==> src/rtl/bru_pkg.sv <==
// Shared types for the branch execution unit: opcode encoding, request/response
// records at the default 32-bit datapath width, and small opcode helpers.
package bru_pkg;

    localparam int BRU_XLEN  = 32;
    localparam int BRU_TAG_W = 5;

    typedef enum logic [3:0] {
        BRU_BEQ  = 4'd0,
        BRU_BNE  = 4'd1,
        BRU_BLT  = 4'd2,
        BRU_BGE  = 4'd3,
        BRU_BLTU = 4'd4,
        BRU_BGEU = 4'd5,
        BRU_JAL  = 4'd6,
        BRU_JALR = 4'd7
    } bru_op_e;

    typedef struct packed {
        bru_op_e               op;
        logic [BRU_XLEN-1:0]   pc;
        logic [BRU_XLEN-1:0]   rs1;
        logic [BRU_XLEN-1:0]   rs2;
        logic [BRU_XLEN-1:0]   imm;
        logic                  pred_taken;
        logic [BRU_XLEN-1:0]   pred_target;
        logic [BRU_TAG_W-1:0]  tag;
    } bru_req_t;

    typedef struct packed {
        logic [BRU_TAG_W-1:0]  tag;
        logic                  taken;
        logic [BRU_XLEN-1:0]   next_pc;
        logic [BRU_XLEN-1:0]   link;
        logic                  mispredict;
        logic                  misalign;
    } bru_resp_t;

    function automatic logic is_jump(input logic [3:0] op);
        return (op == BRU_JAL) || (op == BRU_JALR);
    endfunction

    function automatic logic is_jalr(input logic [3:0] op);
        return op == BRU_JALR;
    endfunction

endpackage

==> src/rtl/branch_cond_eval.sv <==
// Combinational branch condition evaluator; jumps and unknown opcodes yield 0.
module branch_cond_eval
    import bru_pkg::*;
#(
    parameter int XLEN = 32
) (
    input  logic [3:0]      op,
    input  logic [XLEN-1:0] rs1,
    input  logic [XLEN-1:0] rs2,
    output logic            cond
);

    logic signed [XLEN-1:0] rs1_s;
    logic signed [XLEN-1:0] rs2_s;
    bru_op_e                op_e;

    assign rs1_s = rs1;
    assign rs2_s = rs2;
    assign op_e  = bru_op_e'(op);

    always_comb begin
        cond = 1'b0;
        case (op_e)
            BRU_BEQ:  cond = (rs1 == rs2);
            BRU_BNE:  cond = (rs1 != rs2);
            BRU_BLT:  cond = (rs1_s <  rs2_s);
            BRU_BGE:  cond = (rs1_s >= rs2_s);
            BRU_BLTU: cond = (rs1 <  rs2);
            BRU_BGEU: cond = (rs1 >= rs2);
            default:  cond = 1'b0;
        endcase
    end

endmodule

==> src/rtl/branch_exec_unit.sv <==
// Two-stage branch/jump resolution unit with valid/ready on both sides and flush.
// Optional build macro BRU_PERF_CNT_EN adds resolved/mispredict counters.
module branch_exec_unit
    import bru_pkg::*;
#(
    parameter int XLEN      = 32,
    parameter int TAG_W     = 5,
    parameter int ALIGN_LSB = 2
) (
    input  logic             clock,
    input  logic             reset_n,
    input  logic             flush,
    input  logic             in_valid,
    output logic             in_ready,
    input  logic [3:0]       in_op,
    input  logic [XLEN-1:0]  in_pc,
    input  logic [XLEN-1:0]  in_rs1,
    input  logic [XLEN-1:0]  in_rs2,
    input  logic [XLEN-1:0]  in_imm,
    input  logic             in_pred_taken,
    input  logic [XLEN-1:0]  in_pred_target,
    input  logic [TAG_W-1:0] in_tag,
    output logic             out_valid,
    input  logic             out_ready,
    output logic [TAG_W-1:0] out_tag,
    output logic             out_taken,
    output logic [XLEN-1:0]  out_next_pc,
    output logic [XLEN-1:0]  out_link,
    output logic             out_mispredict,
    output logic             out_misalign
`ifdef BRU_PERF_CNT_EN
    ,
    output logic [31:0]      perf_resolved,
    output logic [31:0]      perf_mispredict
`endif
);

    logic            cond_p0;
    logic            taken_p0;
    logic [XLEN-1:0] target_p0;
    logic [XLEN-1:0] jalr_sum_p0;
    logic            in_fire;
    logic            out_fire;
    logic            s1_adv;
    logic            s2_adv;

    logic             vld_p1;
    logic             taken_p1;
    logic [XLEN-1:0]  target_p1;
    logic [XLEN-1:0]  pc_p1;
    logic             pred_taken_p1;
    logic [XLEN-1:0]  pred_target_p1;
    logic [TAG_W-1:0] tag_p1;

    logic [XLEN-1:0]  link_p1;
    logic [XLEN-1:0]  next_pc_p1;
    logic             mispredict_p1;
    logic             misalign_p1;

    branch_cond_eval #(.XLEN(XLEN)) u_cond (
        .op   (in_op),
        .rs1  (in_rs1),
        .rs2  (in_rs2),
        .cond (cond_p0)
    );

    assign s2_adv   = !out_valid || out_ready;
    assign s1_adv   = !vld_p1 || s2_adv;
    assign in_ready = s1_adv && !flush && reset_n;
    assign in_fire  = in_valid && in_ready;
    assign out_fire = out_valid && out_ready;

    // Stage 0 -> 1: direction and target from the raw request
    assign jalr_sum_p0 = in_rs1 + in_imm;
    assign taken_p0    = is_jump(in_op) ? 1'b1 : cond_p0;
    assign target_p0   = is_jalr(in_op) ? (jalr_sum_p0 & ~XLEN'(1)) : (in_pc + in_imm);

    always_ff @(posedge clock) begin
        if (!reset_n) begin
            vld_p1 <= 1'b0;
        end else if (flush) begin
            vld_p1 <= 1'b0;
        end else if (s1_adv) begin
            vld_p1 <= in_fire;
        end
    end

    always_ff @(posedge clock) begin
        if (!reset_n) begin
            taken_p1       <= 1'b0;
            target_p1      <= '0;
            pc_p1          <= '0;
            pred_taken_p1  <= 1'b0;
            pred_target_p1 <= '0;
            tag_p1         <= '0;
        end else if (in_fire) begin
            taken_p1       <= taken_p0;
            target_p1      <= target_p0;
            pc_p1          <= in_pc;
            pred_taken_p1  <= in_pred_taken;
            pred_target_p1 <= in_pred_target;
            tag_p1         <= in_tag;
        end
    end

    // Stage 1 -> 2: resolve against the prediction; target only matters when taken
    assign link_p1       = pc_p1 + XLEN'(4);
    assign next_pc_p1    = taken_p1 ? target_p1 : link_p1;
    assign mispredict_p1 = (taken_p1 != pred_taken_p1) ||
                           (taken_p1 && (target_p1 != pred_target_p1));
    assign misalign_p1   = taken_p1 && (|target_p1[ALIGN_LSB-1:0]);

    always_ff @(posedge clock) begin
        if (!reset_n) begin
            out_valid <= 1'b0;
        end else if (flush) begin
            out_valid <= 1'b0;
        end else if (s2_adv) begin
            out_valid <= vld_p1;
        end
    end

    always_ff @(posedge clock) begin
        if (!reset_n) begin
            out_tag        <= '0;
            out_taken      <= 1'b0;
            out_next_pc    <= '0;
            out_link       <= '0;
            out_mispredict <= 1'b0;
            out_misalign   <= 1'b0;
        end else if (s2_adv && vld_p1) begin
            out_tag        <= tag_p1;
            out_taken      <= taken_p1;
            out_next_pc    <= next_pc_p1;
            out_link       <= link_p1;
            out_mispredict <= mispredict_p1;
            out_misalign   <= misalign_p1;
        end
    end

`ifdef BRU_PERF_CNT_EN
    // Counters survive flush; an accepted result counts even in a flush cycle
    always_ff @(posedge clock) begin
        if (!reset_n) begin
            perf_resolved   <= '0;
            perf_mispredict <= '0;
        end else if (out_fire) begin
            perf_resolved <= perf_resolved + 32'd1;
            if (out_mispredict) begin
                perf_mispredict <= perf_mispredict + 32'd1;
            end
        end
    end
`else
    logic unused_fire;
    assign unused_fire = out_fire;
`endif

endmodule

==> config.mk <==
export PLATFORM = sky130hd
export DESIGN_NAME = branch_exec_unit
export DESIGN_NICKNAME = d
export VERILOG_FILES = /design/src/rtl/bru_pkg.sv /design/src/rtl/branch_cond_eval.sv /design/src/rtl/branch_exec_unit.sv
export SDC_FILE = /design/constraint.sdc
export NUM_CORES = 1
export LEC_CHECK = 0
export BUFFER_PORTS_ARGS = -buffer_cell sky130_fd_sc_hd__buf_2
export CAP_MARGIN = 40
export CORE_MARGIN = 4
export CORE_UTILIZATION = 60
export CTS_CLUSTER_SIZE = 20
export DETAILED_ROUTE_END_ITERATION = 16
export PLACE_DENSITY = 0.84
export SYNTH_ARGS = -nofsm -noshare
export SYNTH_HDL_FRONTEND = slang
export SYNTH_SLANG_ARGS = --single-unit
==> constraint.sdc <==
create_clock -name clock -period 6.11 [get_ports clock]
set_input_delay 0.3055 -clock clock [delete_from_list [all_inputs] [get_ports clock]]
set_output_delay 0.3055 -clock clock [all_outputs]
set_load 0.005 [all_outputs]
==> key figures, run 1 <==
Clocking
  – CTS tree: built
  – Clk pin slew, worst setup/hold paths: 0.07 ns
  – Total CTS buffers: 17
  – Root buffer cell: clkbuf_16
  – H-tree lvl count: 4
  – Setup bufs post-CTS: 0
  – Num Clock Sinks: around 180
  – Clock Latency Late Sink: 0.42 ns
  – Bufs on Longest Clock Path: 2
  – Post-cts resize count: 0
  – # hold bufs at CTS: 0

Critical path
  – CP required: 6.47 ns
  – Critical path arrival: about 3.2 ns
  – CP Max Fanout: 49
  – Worst Setup Start Kind: flip-flop
  – Setup CP Type: flip-flop to flip-flop
  – Crit. End Element: flip-flop

Detailed routing
  – Total wire length: 33.1 mm
  – Remaining DRCs: 0
  – Vias per std cell: 5.88
  – First-pass iteration count of the detailed router: 7
  – DR iter-0 viols: 1,029
  – Antenna-violating nets left: 0
  – Drt wl/cell: around 17 um
  – Via count: 11,502

STA
  – Setup Viol. Count Final: 0
  – Final worst slack: ~3.3 ns
  – Hold slack: 0.118 ns
  – Setup TNS: 0 ns
  – Fin. max-slew vios: 0
  – Final hold vios: 0
  – Fin crit period: 2.84 ns
  – Measured slew at the worst slew-check pin: 0.841 ns
  – Final worst-path cycle share: a little under half
  – Maximum clock rate: between 0.3 and 0.4 GHz
  – Clock Skew: 0.00884 ns
  – RSZ-0062 raised after global routing: no
  – Rel. slew slack: a little over two fifths

Min path
  – Worst min path class: input pin to flip-flop

Placed design
  – Area of placed instances: 12,700 um2
  – Inst Count DP: 1,926
  – Pre-CTS WS: 3.03 ns
  – Port Buffer Count: 248
  – HPWL Detailed: 25.5 mm
  – Final GP Congestion: 0.939

Final layout
  – Post-route cell area: roughly 13,000 um2
  – Share of layout cells above drive strength 1: 18.0%
  – Final std cells w/o fill: about 2,000
  – Fillcell total: ~1,600
  – Nets@finish: 1,982
  – Inserted Diodes: 0
  – Synth-to-Final Area Change: 17.0%
  – Final core occ: 71.6%

Logic synthesis
  – Top cell type by total area after synthesis: dfxtp_1
  – Synthesis-stage register bit count: 177
  – Synth top cells by count: nand2_1, a21oi_1, dfxtp_1
  – Post-synth EDFFs: 0
  – Syn Area/Cell: roughly 7.5 um2
  – Most frequent cell after synthesis: nand2_1
  – FFs w/ async S/R, synth: 0%
  – Yosys top cell area share: 31.0%
  – Primary FF master, synth: dfxtp_1
  – Top cells by area, synth: dfxtp_1, ha_1, nand2_1
  – Synth Instances: ~1,500
  – Yosys Warn Count: 0
  – Syn nets: 1,788
  – Post-synth cell types: 76
  – Area of the mapped netlist: 11,400 um2
  – Seq/Total Area, Yosys: 31.0%

Power
  – Switch share: 29.0%
  – PwrDens: 232 nW/um2
  – LEAKAGE: 5.90 nW
  – Logic pwr share: a little over a fifth
  – Sw Pwr: 0.900 mW
  – VDD IR-drop max: around 0.00020 V
  – Power share of the clock group: 38.8%
  – Seq pwr share: 39.7%
  – Pwr Total: 3.11 mW
  – Internal power: 2.21 mW

Die
  – Die Area: 21,400 um2
  – # rows: 50
  – Core ar.: 18,700 um2
  – # IOs: 249
  – Initial Util: 61.2%
  – Die Span X: 146 um
  – Die span in y: ~150 um

Run
  – Max-cap violations: 0

Global route
  – Initial antenna violation count: 0
  – First-pass GRT wire length: ~52 mm
  – Total track usage: 29.2%
  – Total grt overflow: 0
  – Vias in the first global route: approximately 10,000
  – Largest net degree at the start of global routing: between 70 and 80

Outcome
  – Status: completed
[final cells by class]
cell class | instances | area [um2] | area share [%]
tap | 234 | 293 | 2.19
clock inverter | 14 | 228 | 1.70
clock buffer | 17 | 425 | 3.18
timing repair buffer | 257 | 1350 | 10.1
inverter | 52 | 198 | 1.48
sequential | 177 | 3540 | 26.5
multi-input combinational | 1206 | 7350 | 54.9
[power by group through the flow]
stage / sequential (mW) / clock, mW / combinational, mW
6_report: 1.23 / 1.21 / 0.668
5_1_grt: 1.24 / 1.26 / 0.738
4_1_cts: 1.23 / 1.21 / 0.658
3_5_place_dp: 1.26 / 0 / 0.654
3_3_place_gp: 1.26 / 0 / 0.638
2_1_floorplan: 1.25 / 0 / 0.458
[cell usage in the layout (no fill, tap or decap), types with 36 or more instances in the layout]
cell	Yosys	layout
ha_1	94	94
o21ai_0	52	52
o21ai_1	36	36
dfxtp_1	177	176
inv_1	51	51
xor2_1	65	65
a21oi_1	199	199
nand2_1	308	308
buf_2	3	248
xnor2_1	45	45
nor2_1	101	101
a211oi_1	48	48
[final timing paths]
check,slack [ns],cells after the start,end,from
hold reg to reg,0.45,2,out_next_pc[27],out_next_pc[27]
setup / recovery,3.27,7,target_p1[31],out_valid
setup reg to reg,3.27,7,target_p1[31],out_valid
hold / removal,0.12,3,tag_p1[4],in_tag[4]
[registers in the layout (all words and copies together) (netlist names)]
register        flops
out_link           32
out_next_pc        32
pc_p1              32
pred_target_p1     32
target_p1          32
out_tag             5
tag_p1              5
out_misalign        1
out_mispredict      1
out_taken           1
out_valid           1
pred_taken_p1       1
taken_p1            1
vld_p1              1
[critical path, cell delays in order, from the launching register on]
cell     delay (ns)
dfxtp_1        0.32
nor2b_1        0.37
a21oi_1        0.21
nand2_2        0.66
buf_4          0.59
nor2_1         0.21
a211o_1        0.30
a21oi_1        0.11
[cell families after synthesis]
kind of cell	synth area share [%]
fa+ha+maj	10.6
xor+xnor	8.42
compound gates	24.3
mux	0.525
simple gates	20.3
buf+inv	4.89
flops	31.0
[metal layers]
metal  routed length [um]  GRT usage, %  vias to the layer above
met4                  537          6.26                        0
met3                 2280          4.07                       43
met5                    0             0                        -
met2                14600          46.3                      471
li1                     -             -                     5729
met1                15700          42.6                     5259
Note: power is estimated with default switching activity, not from simulation.
==> run 2, diff against run 1 <==
--- a/config.mk
+++ b/config.mk
@@ -8,10 +8,10 @@
 export BUFFER_PORTS_ARGS = -buffer_cell sky130_fd_sc_hd__buf_2
 export CAP_MARGIN = 40
 export CORE_MARGIN = 4
-export CORE_UTILIZATION = 60
+export CORE_UTILIZATION = 50
 export CTS_CLUSTER_SIZE = 20
 export DETAILED_ROUTE_END_ITERATION = 16
-export PLACE_DENSITY = 0.84
+export PLACE_DENSITY = 0.74
 export SYNTH_ARGS = -nofsm -noshare
 export SYNTH_HDL_FRONTEND = slang
 export SYNTH_SLANG_ARGS = --single-unit
==> constraint.sdc (replaced) <==
create_clock -name clock -period 2.3 [get_ports clock]
set_input_delay 0.115 -clock clock [delete_from_list [all_inputs] [get_ports clock]]
set_output_delay 0.115 -clock clock [all_outputs]
set_load 0.005 [all_outputs]
==> run 2 against run 1 <==
Non-clock buffer count up 233. Worst setup slack lost 3.2 ns. Worst hold slack lost 0.096 ns. Clock skew about the same. Total power grew to 2.7 times the previous value. Highest routed layer unchanged. Largest cell class unchanged. Sequential power rose to 2.7 times the previous value. Utilization down 3.6 points. Wire length is 12% higher. Sequential share of layout area is 3.4 points lower. Register-to-register slack worse by 3.2 ns. Die area grew 19%. Clock power increased by 140%.
==> key figures, run 2 (synthesis results as in run 1) <==
Die
  – Initial Util: 50.7% (-10 points)
  – Die Span X: 159 um (+9.0%)
  – Die Area: 25,400 um2 (+19%)
  – # rows: 55 (+10%)
  – Core ar.: 22,600 um2 (+21%)
  – # IOs: 249 (unchanged)
  – Die span in y: 159 um (+9.0%)

Final layout
  – Final core occ: 68.0% (-3.6 points)
  – Synth-to-Final Area Change: 34.2%
  – Share of layout cells above drive strength 1: 25.5% (+7.4 points)
  – Most frequent cells in the layout: nand2_1, buf_2, a21oi_1
  – Final std cells w/o fill: 2,242 (+15%)
  – Nets@finish: 2,215 (+12%)
  – Most common cell after layout, fill and taps aside: nand2_1

Detailed routing
  – DR iter-0 viols: 836 (-19%)
  – Via count: 12,299 (+6.9%)
  – First-pass iteration count of the detailed router: 5 (-2)
  – Remaining DRCs: 0 (unchanged)
  – Total wire length: 37.1 mm (+12%)
  – Vias per std cell: 5.49 (-6.7%)
  – Antenna-violating nets left: 0 (unchanged)
  – Drt wl/cell: 16.5 um (-2.1%)

Critical path
  – Critical Path Start: in_pc[11]
  – Crit path max-delay family: compound AO/OA/AOI/OAI gates
  – R2r setup slk: 0.12 ns (-3.15 ns)
  – CP peak stage delay: 0.36 ns (-0.30 ns)
  – Cell Chain, Critical Path: buf_2 -> ha_1 -> buf_4 -> a21oi_1 -> o211ai_1 -> o2111a_1 -> o31a_1 -> o21a_1 -> o21ai_1 -> a21oi_1 -> xor2_1 -> a21oi_1 -> a21oi_1
  – Crit. End Element: flip-flop
  – CP required: 2.60 ns (-3.87 ns)
  – Worst reg-to-reg path cell count: 10 (+3)
  – Critical path arrival: 2.48 ns (-0.72 ns)
  – Reg2reg end: out_next_pc[31]
  – Worst path slowest cell: ha_1
  – Most frequent cell on the critical path: a21oi_1
  – Buffers plus inverters on the worst setup path: 2 (+1)
  – WP depth: 13 (+6)
  – CP Max Fanout: 3 (-94%)
  – Worst Setup Start Kind: input pin
  – Setup CP Type: input pin to flip-flop
  – Reg-to-Reg Start: pc_p1[11]
  – Worst setup path end: target_p1[18]

Min path
  – Worst min path class: input pin to flip-flop

Global route
  – First-pass GRT wire length: 58.4 mm (+13%)
  – Vias in the first global route: 11,480 (+12%)
  – Total track usage: 27.8% (-1.4 points)
  – Initial antenna violation count: 1 (+1)
  – Largest net degree at the start of global routing: 103 (+36%)
  – Total grt overflow: 0 (unchanged)

Power
  – VDD IR-drop max: 0.000556 V (+170%)
  – Power share of the clock group: 34.5% (-4.3 points)
  – Sw Pwr: 2.46 mW (+170%)
  – Logic pwr share: 26.3% (+4.8 points)
  – PwrDens: 543 nW/um2 (+130%)
  – LEAKAGE: 7.01 nW (+19%)
  – Internal power: 5.88 mW (+170%)
  – Switch share: 29.5% (+0.51 points)
  – Seq pwr share: 39.2% (-0.5 points)

Run
  – Max-cap violations: 0 (unchanged)

Clocking
  – Total CTS buffers: 17 (unchanged)
  – Root buffer cell: clkbuf_16
  – Clk pin slew, worst setup/hold paths: 0.06 ns (about the same)
  – Num Clock Sinks: 177 (unchanged)
  – Clock Latency Late Sink: 0.43 ns (about the same)
  – Bufs on Longest Clock Path: 2 (unchanged)
  – H-tree lvl count: 4 (unchanged)
  – CTS tree: built

STA
  – Final worst-path cycle share: 94.9%
  – Setup TNS: 0 ns (unchanged)
  – Final worst slack: 0.117 ns (-3.15 ns)
  – Setup Viol. Count Final: 0 (unchanged)
  – Fin crit period: around 2.2 ns
  – Hold slack: 0.0220 ns (-0.0964 ns)
  – Measured slew at the worst slew-check pin: 0.497 ns (-0.344 ns)
  – Maximum clock rate: between 0.4 and 0.5 GHz
  – Final hold vios: 0 (unchanged)
  – Clock Skew: 0.00891 ns (+0.0000768 ns)
  – Rel. slew slack: 66.5% (+23 points)
  – Fin. max-slew vios: 0 (unchanged)

Placed design
  – HPWL Detailed: 29.1 mm (+14%)
  – Pre-CTS WS: -0.320 ns (-3.35 ns)
  – Inst Count DP: 2,154 (+12%)
  – Port Buffer Count: 248 (unchanged)
  – Final GP Congestion: 0.909 (-3.2%)

Outcome
  – Status: completed
[run 2: cell count changes in the layout (fill, tap and decap cells not counted), sizes merged]
| cell | change |
|---|---|
| bufinv | -3 |
| inv | -2 |
| diode | +1 |
| buf | +177 |
| dlygate4sd3 | +56 |
| clkinv | +2 |
| clkbuf | +2 |
| clkinvlp | +1 |
[run 2: metal layers]
layer  vias to the layer above  wire, um  track usage [%]
met5                         -         0                0
met4                         0       874             8.40
met3                        63      2580             3.83
met2                       486     16400             43.3
met1                      5567     17300             40.1
li1                       6183         -                -
[run 2: final cells by class]
type	count	area (um2)
fillers	1964	7210
diodes	1	2.50
well taps	285	357
flip-flops and latches	177	3550
clock buffers	19	453
inverters	52	198
multi-input cells	1206	7390
clock inverters	12	133
repair buffers	490	3270
[run 2: worst min-delay path by stage]
stage,from,endpoint,cells after the start
finish,reset_n,out_valid,3
floorplan,in_valid,vld_p1,2
global placement,in_tag[4],tag_p1[4],3
detailed placement,in_pred_target[7],pred_target_p1[7],3
CTS,reset_n,out_valid,3
global route,reset_n,out_valid,3
[run 2: tightest hold or removal path: cells and delay by family]
| kind | cells | cell delay [ns] |
|---|---|---|
| buf+inv | 1 | 0.13 |
| simple gates | 2 | 0.17 |
[run 2: per-stage QoR]
step,power (mW),instance area (um2)
floorplan,4.53,11500
global placement,5.38,14200
detailed placement,5.42,14200
CTS,8.34,15300
global route,8.71,15400
finish,8.34,15400
[run 2: timing repair]
item	4_1_cts	5_1_grt
endpoints found under the hold margin	55	0
hold buffers	56	0
gates resized for setup	0	9
endpoints found under the setup margin	0	6
buffers inserted	0	0
[run 2: power by group through the flow]
| stage | Sequential [mW] | Clock [mW] | Combinational, mW |
|---|---|---|---|
| 2_1_floorplan | 3.31 | 0 | 1.22 |
| 3_3_place_gp | 3.33 | 0 | 2.05 |
| 3_5_place_dp | 3.33 | 0 | 2.08 |
| 4_1_cts | 3.26 | 2.91 | 2.17 |
| 5_1_grt | 3.28 | 3.02 | 2.41 |
| 6_report | 3.27 | 2.88 | 2.19 |
